--- config.mk ---
export PLATFORM = sky130hd
export DESIGN_NAME = cap_demux_expand_flat
export DESIGN_NICKNAME = d
export VERILOG_FILES = /design/src/rtl/cap_demux_expand_if.sv /design/src/rtl/cap_demux_expand.sv /design/src/flat_wrapper.sv
export SDC_FILE = /design/constraint.sdc
export NUM_CORES = 1
export LEC_CHECK = 0
export BUFFER_PORTS_ARGS = -buffer_cell sky130_fd_sc_hd__buf_2
export CAP_MARGIN = 0
export CORE_MARGIN = 2
export CORE_UTILIZATION = 56
export CTS_CLUSTER_SIZE = 24
export DETAILED_ROUTE_END_ITERATION = 10
export PLACE_DENSITY = 0.87
export SETUP_SLACK_MARGIN = 0.15
export SYNTH_ARGS = -nofsm -noshare
export SYNTH_HDL_FRONTEND = slang
export SYNTH_SLANG_ARGS = --single-unit
export TNS_END_PERCENT = 100
--- constraint.sdc ---
create_clock -name clk -period 4.06 [get_ports clk]
set_input_delay 1.015 -clock clk [delete_from_list [all_inputs] [get_ports clk]]
set_output_delay 1.015 -clock clk [all_outputs]
set_load 0.01 [all_outputs]
--- src/rtl/cap_demux_expand_if.sv ---
// ---------------------------------------------------------------------------
// cap_demux_expand_if
//  Handshake and data bundle for the capacitor-to-channel expansion block.
//  Input side:  in_valid/in_ready with cap_data, sw and ch_mask.
//  Output side: out_valid/out_ready with ch_data, map_cnt, err_short and
//               err_excess.
//  Modports:
//   master : the environment. It drives the input word and out_ready.
//   slave  : the expansion block itself.
// ---------------------------------------------------------------------------
interface cap_demux_expand_if #(
    parameter int CHANNEL_NUM   = 128,
    parameter int CAPACITOR_NUM = 70,
    parameter int CNT_W         = 8
);
    logic                     in_valid;
    logic                     in_ready;
    logic [CAPACITOR_NUM-1:0] cap_data;
    logic [CAPACITOR_NUM-1:0] sw;
    logic [CHANNEL_NUM-1:0]   ch_mask;
    logic                     out_valid;
    logic                     out_ready;
    logic [CHANNEL_NUM-1:0]   ch_data;
    logic [CNT_W-1:0]         map_cnt;
    logic                     err_short;
    logic                     err_excess;

    modport master (
        output in_valid, cap_data, sw, ch_mask, out_ready,
        input  in_ready, out_valid, ch_data, map_cnt, err_short, err_excess
    );

    modport slave (
        input  in_valid, cap_data, sw, ch_mask, out_ready,
        output in_ready, out_valid, ch_data, map_cnt, err_short, err_excess
    );
endinterface

--- src/rtl/cap_demux_expand.sv ---
// ---------------------------------------------------------------------------
// cap_demux_expand
//  This block is the receive-side inverse of the channel-to-capacitor
//  compaction. It scatters one capacitor sample word back onto the channel
//  lanes. The k-th set bit of sw, counted in capacitor order, lands on the
//  k-th set bit of ch_mask, counted in channel order. The block is
//  iterative and handles one channel per clock.
//  Ports:
//   clk   : system clock, rising edge
//   rst_n : asynchronous active-low reset
//   bus   : cap_demux_expand_if.slave. It carries the in_valid/in_ready
//           word input and the out_valid/out_ready result output with
//           the map count and error flags.
// ---------------------------------------------------------------------------
module cap_demux_expand #(
    parameter int CHANNEL_NUM   = 128,
    parameter int CAPACITOR_NUM = 70,
    parameter int CNT_W         = 8
) (
    input  logic                 clk,
    input  logic                 rst_n,
    cap_demux_expand_if.slave    bus
);
    localparam int PTR_W = (CHANNEL_NUM > 1) ? $clog2(CHANNEL_NUM) : 1;
    localparam logic [PTR_W-1:0] LAST_CH = PTR_W'(CHANNEL_NUM - 1);

    typedef enum logic [1:0] {
        IDLE = 2'd0,
        SCAN = 2'd1,
        DONE = 2'd2
    } state_t;

    state_t                   state;
    logic [PTR_W-1:0]         ch_ptr;
    logic [CAPACITOR_NUM-1:0] cap_q;
    logic [CAPACITOR_NUM-1:0] sw_rem;
    logic [CHANNEL_NUM-1:0]   mask_q;
    logic [CHANNEL_NUM-1:0]   ch_data_q;
    logic [CNT_W-1:0]         map_cnt_q;
    logic                     in_ready_q;
    logic                     out_valid_q;
    logic                     err_short_q;
    logic                     err_excess_q;

    // The next capacitor to consume is always the lowest remaining set bit
    // of sw_rem. Two's-complement isolation finds that one-hot bit without
    // a priority encoder. The data bit is then the OR of cap_q masked by it.
    logic [CAPACITOR_NUM-1:0] low_bit;
    logic [CAPACITOR_NUM-1:0] sw_step;
    logic                     take;
    logic                     cap_bit;

    always_comb begin
        low_bit = sw_rem & (~sw_rem + CAPACITOR_NUM'(1));
        take    = mask_q[ch_ptr];
        cap_bit = |(cap_q & low_bit);
        // sw_rem & (sw_rem - 1) clears the lowest set bit. A zero sw_rem
        // stays zero, so this step is safe even when the scan is short.
        sw_step = take ? (sw_rem & (sw_rem - CAPACITOR_NUM'(1))) : sw_rem;
    end

    // NOTE: every register here, data words included, is reset. A reset in
    // the middle of a scan must leave no trace of the discarded word.
    always_ff @(posedge clk or negedge rst_n) begin
        if (!rst_n) begin
            state        <= IDLE;
            ch_ptr       <= '0;
            cap_q        <= '0;
            sw_rem       <= '0;
            mask_q       <= '0;
            ch_data_q    <= '0;
            map_cnt_q    <= '0;
            in_ready_q   <= 1'b1;
            out_valid_q  <= 1'b0;
            err_short_q  <= 1'b0;
            err_excess_q <= 1'b0;
        end else begin
            // NOTE: all state updates are non-blocking. Every branch then
            // reads the values from before this edge, whatever the order.
            case (state)
                IDLE: begin
                    if (bus.in_valid) begin
                        cap_q        <= bus.cap_data;
                        sw_rem       <= bus.sw;
                        mask_q       <= bus.ch_mask;
                        ch_data_q    <= '0;
                        map_cnt_q    <= '0;
                        err_short_q  <= 1'b0;
                        err_excess_q <= 1'b0;
                        ch_ptr       <= '0;
                        in_ready_q   <= 1'b0;
                        state        <= SCAN;
                    end
                end

                SCAN: begin
                    sw_rem <= sw_step;
                    if (take) begin
                        if (sw_rem != '0) begin
                            ch_data_q[ch_ptr] <= cap_bit;
                            map_cnt_q         <= map_cnt_q + CNT_W'(1);
                        end else begin
                            // The channel wanted a capacitor but none are left.
                            // The lane stays 0 from the clear done at accept.
                            err_short_q <= 1'b1;
                        end
                    end
                    if (ch_ptr == LAST_CH) begin
                        err_excess_q <= (sw_step != '0);
                        state        <= DONE;
                    end else begin
                        ch_ptr <= ch_ptr + PTR_W'(1);
                    end
                end

                DONE: begin
                    // out_valid rises on the first DONE cycle. That places it
                    // CHANNEL_NUM+1 edges after the accepting edge.
                    if (!out_valid_q) begin
                        out_valid_q <= 1'b1;
                    end else if (bus.out_ready) begin
                        out_valid_q <= 1'b0;
                        in_ready_q  <= 1'b1;
                        state       <= IDLE;
                    end
                end

                default: begin
                    state <= IDLE;
                end
            endcase
        end
    end

    assign bus.in_ready   = in_ready_q;
    assign bus.out_valid  = out_valid_q;
    assign bus.ch_data    = ch_data_q;
    assign bus.map_cnt    = map_cnt_q;
    assign bus.err_short  = err_short_q;
    assign bus.err_excess = err_excess_q;

endmodule
--- src/flat_wrapper.sv ---
// flat-port wrapper written by rule: the top's interface ports become plain ports
module cap_demux_expand_flat 
#(
    parameter int CHANNEL_NUM   = 128,
    parameter int CAPACITOR_NUM = 70,
    parameter int CNT_W         = 8
)
  (clk, rst_n, bus_in_valid, bus_cap_data, bus_sw, bus_ch_mask, bus_out_ready, bus_in_ready, bus_out_valid, bus_ch_data, bus_map_cnt, bus_err_short, bus_err_excess);
  cap_demux_expand_if #(.CHANNEL_NUM(CHANNEL_NUM), .CAPACITOR_NUM(CAPACITOR_NUM), .CNT_W(CNT_W)) bus_i ();
  input  logic clk;
  input  logic rst_n;
  input wire logic [$bits(bus_i.in_valid)-1:0] bus_in_valid;
  input wire logic [$bits(bus_i.cap_data)-1:0] bus_cap_data;
  input wire logic [$bits(bus_i.sw)-1:0] bus_sw;
  input wire logic [$bits(bus_i.ch_mask)-1:0] bus_ch_mask;
  input wire logic [$bits(bus_i.out_ready)-1:0] bus_out_ready;
  output wire logic [$bits(bus_i.in_ready)-1:0] bus_in_ready;
  output wire logic [$bits(bus_i.out_valid)-1:0] bus_out_valid;
  output wire logic [$bits(bus_i.ch_data)-1:0] bus_ch_data;
  output wire logic [$bits(bus_i.map_cnt)-1:0] bus_map_cnt;
  output wire logic [$bits(bus_i.err_short)-1:0] bus_err_short;
  output wire logic [$bits(bus_i.err_excess)-1:0] bus_err_excess;
  assign bus_i.in_valid = bus_in_valid;
  assign bus_i.cap_data = bus_cap_data;
  assign bus_i.sw = bus_sw;
  assign bus_i.ch_mask = bus_ch_mask;
  assign bus_i.out_ready = bus_out_ready;
  assign bus_in_ready = bus_i.in_ready;
  assign bus_out_valid = bus_i.out_valid;
  assign bus_ch_data = bus_i.ch_data;
  assign bus_map_cnt = bus_i.map_cnt;
  assign bus_err_short = bus_i.err_short;
  assign bus_err_excess = bus_i.err_excess;
  cap_demux_expand #(.CHANNEL_NUM(CHANNEL_NUM), .CAPACITOR_NUM(CAPACITOR_NUM), .CNT_W(CNT_W)) u_core (.clk(clk), .rst_n(rst_n), .bus(bus_i));
endmodule
==> summary.md <==
| Metric | Value |
|---|---|
| RSZ-0062 raised after global routing | false |
| Largest family of logic cells by synthesized area | simple AND/OR/NAND/NOR gates |
| Synth Area per Inst | 8.531 um^2 |
| Worst-path fanout max | 20 |
| Tot GR Track Use | 0.3967 |
| Post-synthesis async set-or-reset flop share | 1.000 |
| Slew headroom | 0.2151 |
| Pre-antenna DRT Iters | 7 |
| Worst Hold Slack | 378.0 ps |
| Final HPWL DP | 53970 um |
| Count leader, synth | nand2_1 |
| Die height | 196.2 um |
| Top delay family on crit path | simple AND/OR/NAND/NOR gates |
| Max_cap viols | 0 |
| WL/cell | 23.14 um |
| Core area | 0.03652 mm^2 |
| Arrival time at the worst endpoint | 4190 ps |
| Via count | 21100 |
| Largest net degree at the start of global routing | 124 |
| Longest Clk Path Bufs | 3 |
| Post-route DRC violation count | 0 |
| Outcome | finished, final reports clean |
| Adder-cell area share of the yosys netlist | 0.002177 |
| Area Growth Syn to Fin | 21.31% |
| Vias/cell | 6.369 |
| Simple-gate share of the synthesized area | 0.2359 |
| Die area | 0.03850 mm^2 |
| Compound-cell area share of the yosys netlist | 0.1852 |
| Root buf cell | clkbuf_16 |
| Number of global-route vias before repair | 20540 |
| Final hold viol count | 0 |
| Crit-path slowest cell | o41ai_1 |
| Lkg Pwr | 12.35 nW |
| Worst Setup End Kind | flop |
| Period Utilization, post-route | 0.9199 |
| Final setup TNS | 0 ps |
| Worst slew pin tran | 1177 ps |
| Max Clock Skew | 25.45 ps |
| Initial core utilization | 0.5665 |
| Row count | 70 |
| Area leader, netlist | dfrtp_1 |
| FF+latch count, synth | 417 |
| Net Count, Synth | 2699 |
| Fillers | 2851 |
| Layout cells sized above 1 | 0.2219 |
| CP Launch Type | flop |
| Initial antenna violation count | 1 |
| Peak Freq | 267.8 MHz |
| Clk sinks | 417 |
| Final Routed Wirelength | 76680 um |
| Total CTS buffers | 46 |
| Synth top area cells | dfrtp_1, nand2_1, o21ai_0 |
| Iter 0 DRT Violations | 2404 |
| WP data required | 4520 ps |
| Pwr/cell area | 698.0 mW/mm^2 |
| Worst-Skew Late Latency | 610 ps |
| Xor/xnor share of the synthesized area | 0.003810 |
| Cell area after synthesis | 0.02069 mm^2 |
| First-pass GRT wire length | 117300 um |
| HP Class | input port to async pin |
| Main flop type after synthesis | dfrtp_1 |
| Mapped Cells | 2425 |
| H-tree depth | 2 |
| Final setup violation count | 0 |
| Final Max Slew Viols | 0 |
| R2r setup slk | 330 ps |
| Max VDD drop | 0.0004708 V |
| Num ports | 412 |
| CP Class | flop to flop |
| Mux cell area share after synthesis | 0.03012 |
| Worst path bufs/invs | 2 |
| Total Nets Final | 3081 |
| Netlist cell types | 81 |
| Top-area cell type share of the netlist area | 0.5032 |
| Max stage delay on crit path | 670 ps |
| Seq/Total Area, Yosys | 0.5044 |
| EDFF count, synth | 0 |
| Post-CTS setup buffers | 0 |
| CTS tree | yes |
| Most instantiated cells after synthesis | nand2_1, dfrtp_1, o21ai_0 |
| Die width | 196.2 um |
| GRT Residual Overflow | 0 |
| Multi-input logic area | 0.009515 mm^2 |
| Register area | 0.01044 mm^2 |
| Final GP Congestion | 1.029 |
| Detail Route Antenna Nets | 0 |
| Worst path cell trace | or4_1 -> nor4_2 -> nand3_1 -> buf_12 -> nor3_2 -> inv_1 -> o41ai_1 -> nand4_1 -> and4b_1 -> a31oi_1 |
| YS warnings | 0 |
| Final worst path period need | 3735 ps |
| Worst-path clk slew | 60 ps |
| Hold Buf Count CTS | 0 |
| Port Buffers | 411 |
==> stage by stage <==
step           instances  cell area [um^2]  power, mW  setup slack [ps]  utilization
2_1_floorplan       2425             20690      10.29             916.7            -
3_3_place_gp        3227             23550      12.83             400.2       0.6448
3_5_place_dp        3227             23550      12.99             133.6       0.6448
4_1_cts             3312             25080      17.30             338.3       0.6868
5_1_grt             3313             25100      18.30             156.4       0.6872
6_report            3313             25100      17.52             325.2       0.6872
==> cell usage in the layout (no fill, tap or decap), types with 22 or more instances in the layout <==
| cell | netlist | final |
|---|---|---|
| o22ai_1 | 26 | 25 |
| nand3_1 | 51 | 50 |
| inv_1 | 22 | 22 |
| nor3_1 | 36 | 35 |
| dfrtp_1 | 416 | 414 |
| a21oi_1 | 121 | 120 |
| o21ai_1 | 48 | 48 |
| nand2_1 | 752 | 752 |
| nor2_1 | 90 | 90 |
| buf_2 | 19 | 410 |
| mux2i_1 | 51 | 51 |
| clkbuf_16 | 0 | 47 |
| buf_4 | 5 | 91 |
| a22o_1 | 37 | 37 |
| o21ai_0 | 245 | 245 |
| nand4_1 | 38 | 38 |
==> cells by family after synthesis <==
family / Yosys count
AOI/OAI and AO/OA: 634
xor gates and xnor gates: 9
adders and majority gates: 4
buffers and inverters: 200
DFF: 417
muxes: 57
and+or+nand+nor: 1104
==> layout make-up <==
type	count	share of cell area
clock inverter	17	0.007678
multi-input combinational	1808	0.3792
sequential	417	0.4160
timing repair buffer	512	0.1172
tap	468	0.02333
inverter	22	0.003290
antenna	1	0.00009971
clock buffer	68	0.05320
==> layer usage <==
metal / GRT usage / vias to the layer above / part of all wire
met5: 0 / - / 0
met4: 0.2517 / 0 / 0.073
met3: 0.07134 / 361 / 0.098
met2: 0.6373 / 1459 / 0.46
met1: 0.4998 / 10050 / 0.37
li1: - / 9230 / -
==> worst reg2reg max path, stage by stage (launching register included) <==
cell and delay (ps):
dfrtp_1 480, or4_1 570, nor4_2 400, nand3_1 220
buf_12 220, nor3_2 280, inv_1 130, o41ai_1 680
nand4_1 180, and4b_1 350, a31oi_1 90
==> state kept, by name, summed over array words and instances, names as in the netlist <==
register,cells
u_core.ch_ptr,7
u_core.sw_rem,70
u_core.bus.in_ready,1
u_core.state,2
u_core.bus.ch_data,128
u_core.bus.out_valid,1
u_core.mask_q,128
u_core.bus.err_short,1
u_core.bus.err_excess,1
u_core.bus.map_cnt,8
u_core.cap_q,70
==> path summary, 6_finish.rpt <==
path	startpoint	to	cells past startpoint
setup / recovery	u_core.sw_rem[11]	u_core.bus.err_excess	10
hold / removal	rst_n	u_core.cap_q[14]	1
setup reg to reg	u_core.sw_rem[11]	u_core.bus.err_excess	10
hold reg to reg	u_core.mask_q[28]	u_core.mask_q[28]	2
max in group asynchronous	rst_n	u_core.bus.ch_data[23]	3
min in group clk	u_core.mask_q[28]	u_core.mask_q[28]	2
==> repair_timing <==
action,4_1_cts,5_1_grt
resized for setup,1,3
endpoints found under the setup margin,3,50
pin swaps,0,1
==> power breakdown <==
part / internal, mW / switching [mW]
Sequential: 5.23 / 1.12
Combinational: 2.40 / 4.52
Clock: 2.43 / 1.82
Total: 10.1 / 7.46
No activity file was read; power rests on OpenSTA's default activity.
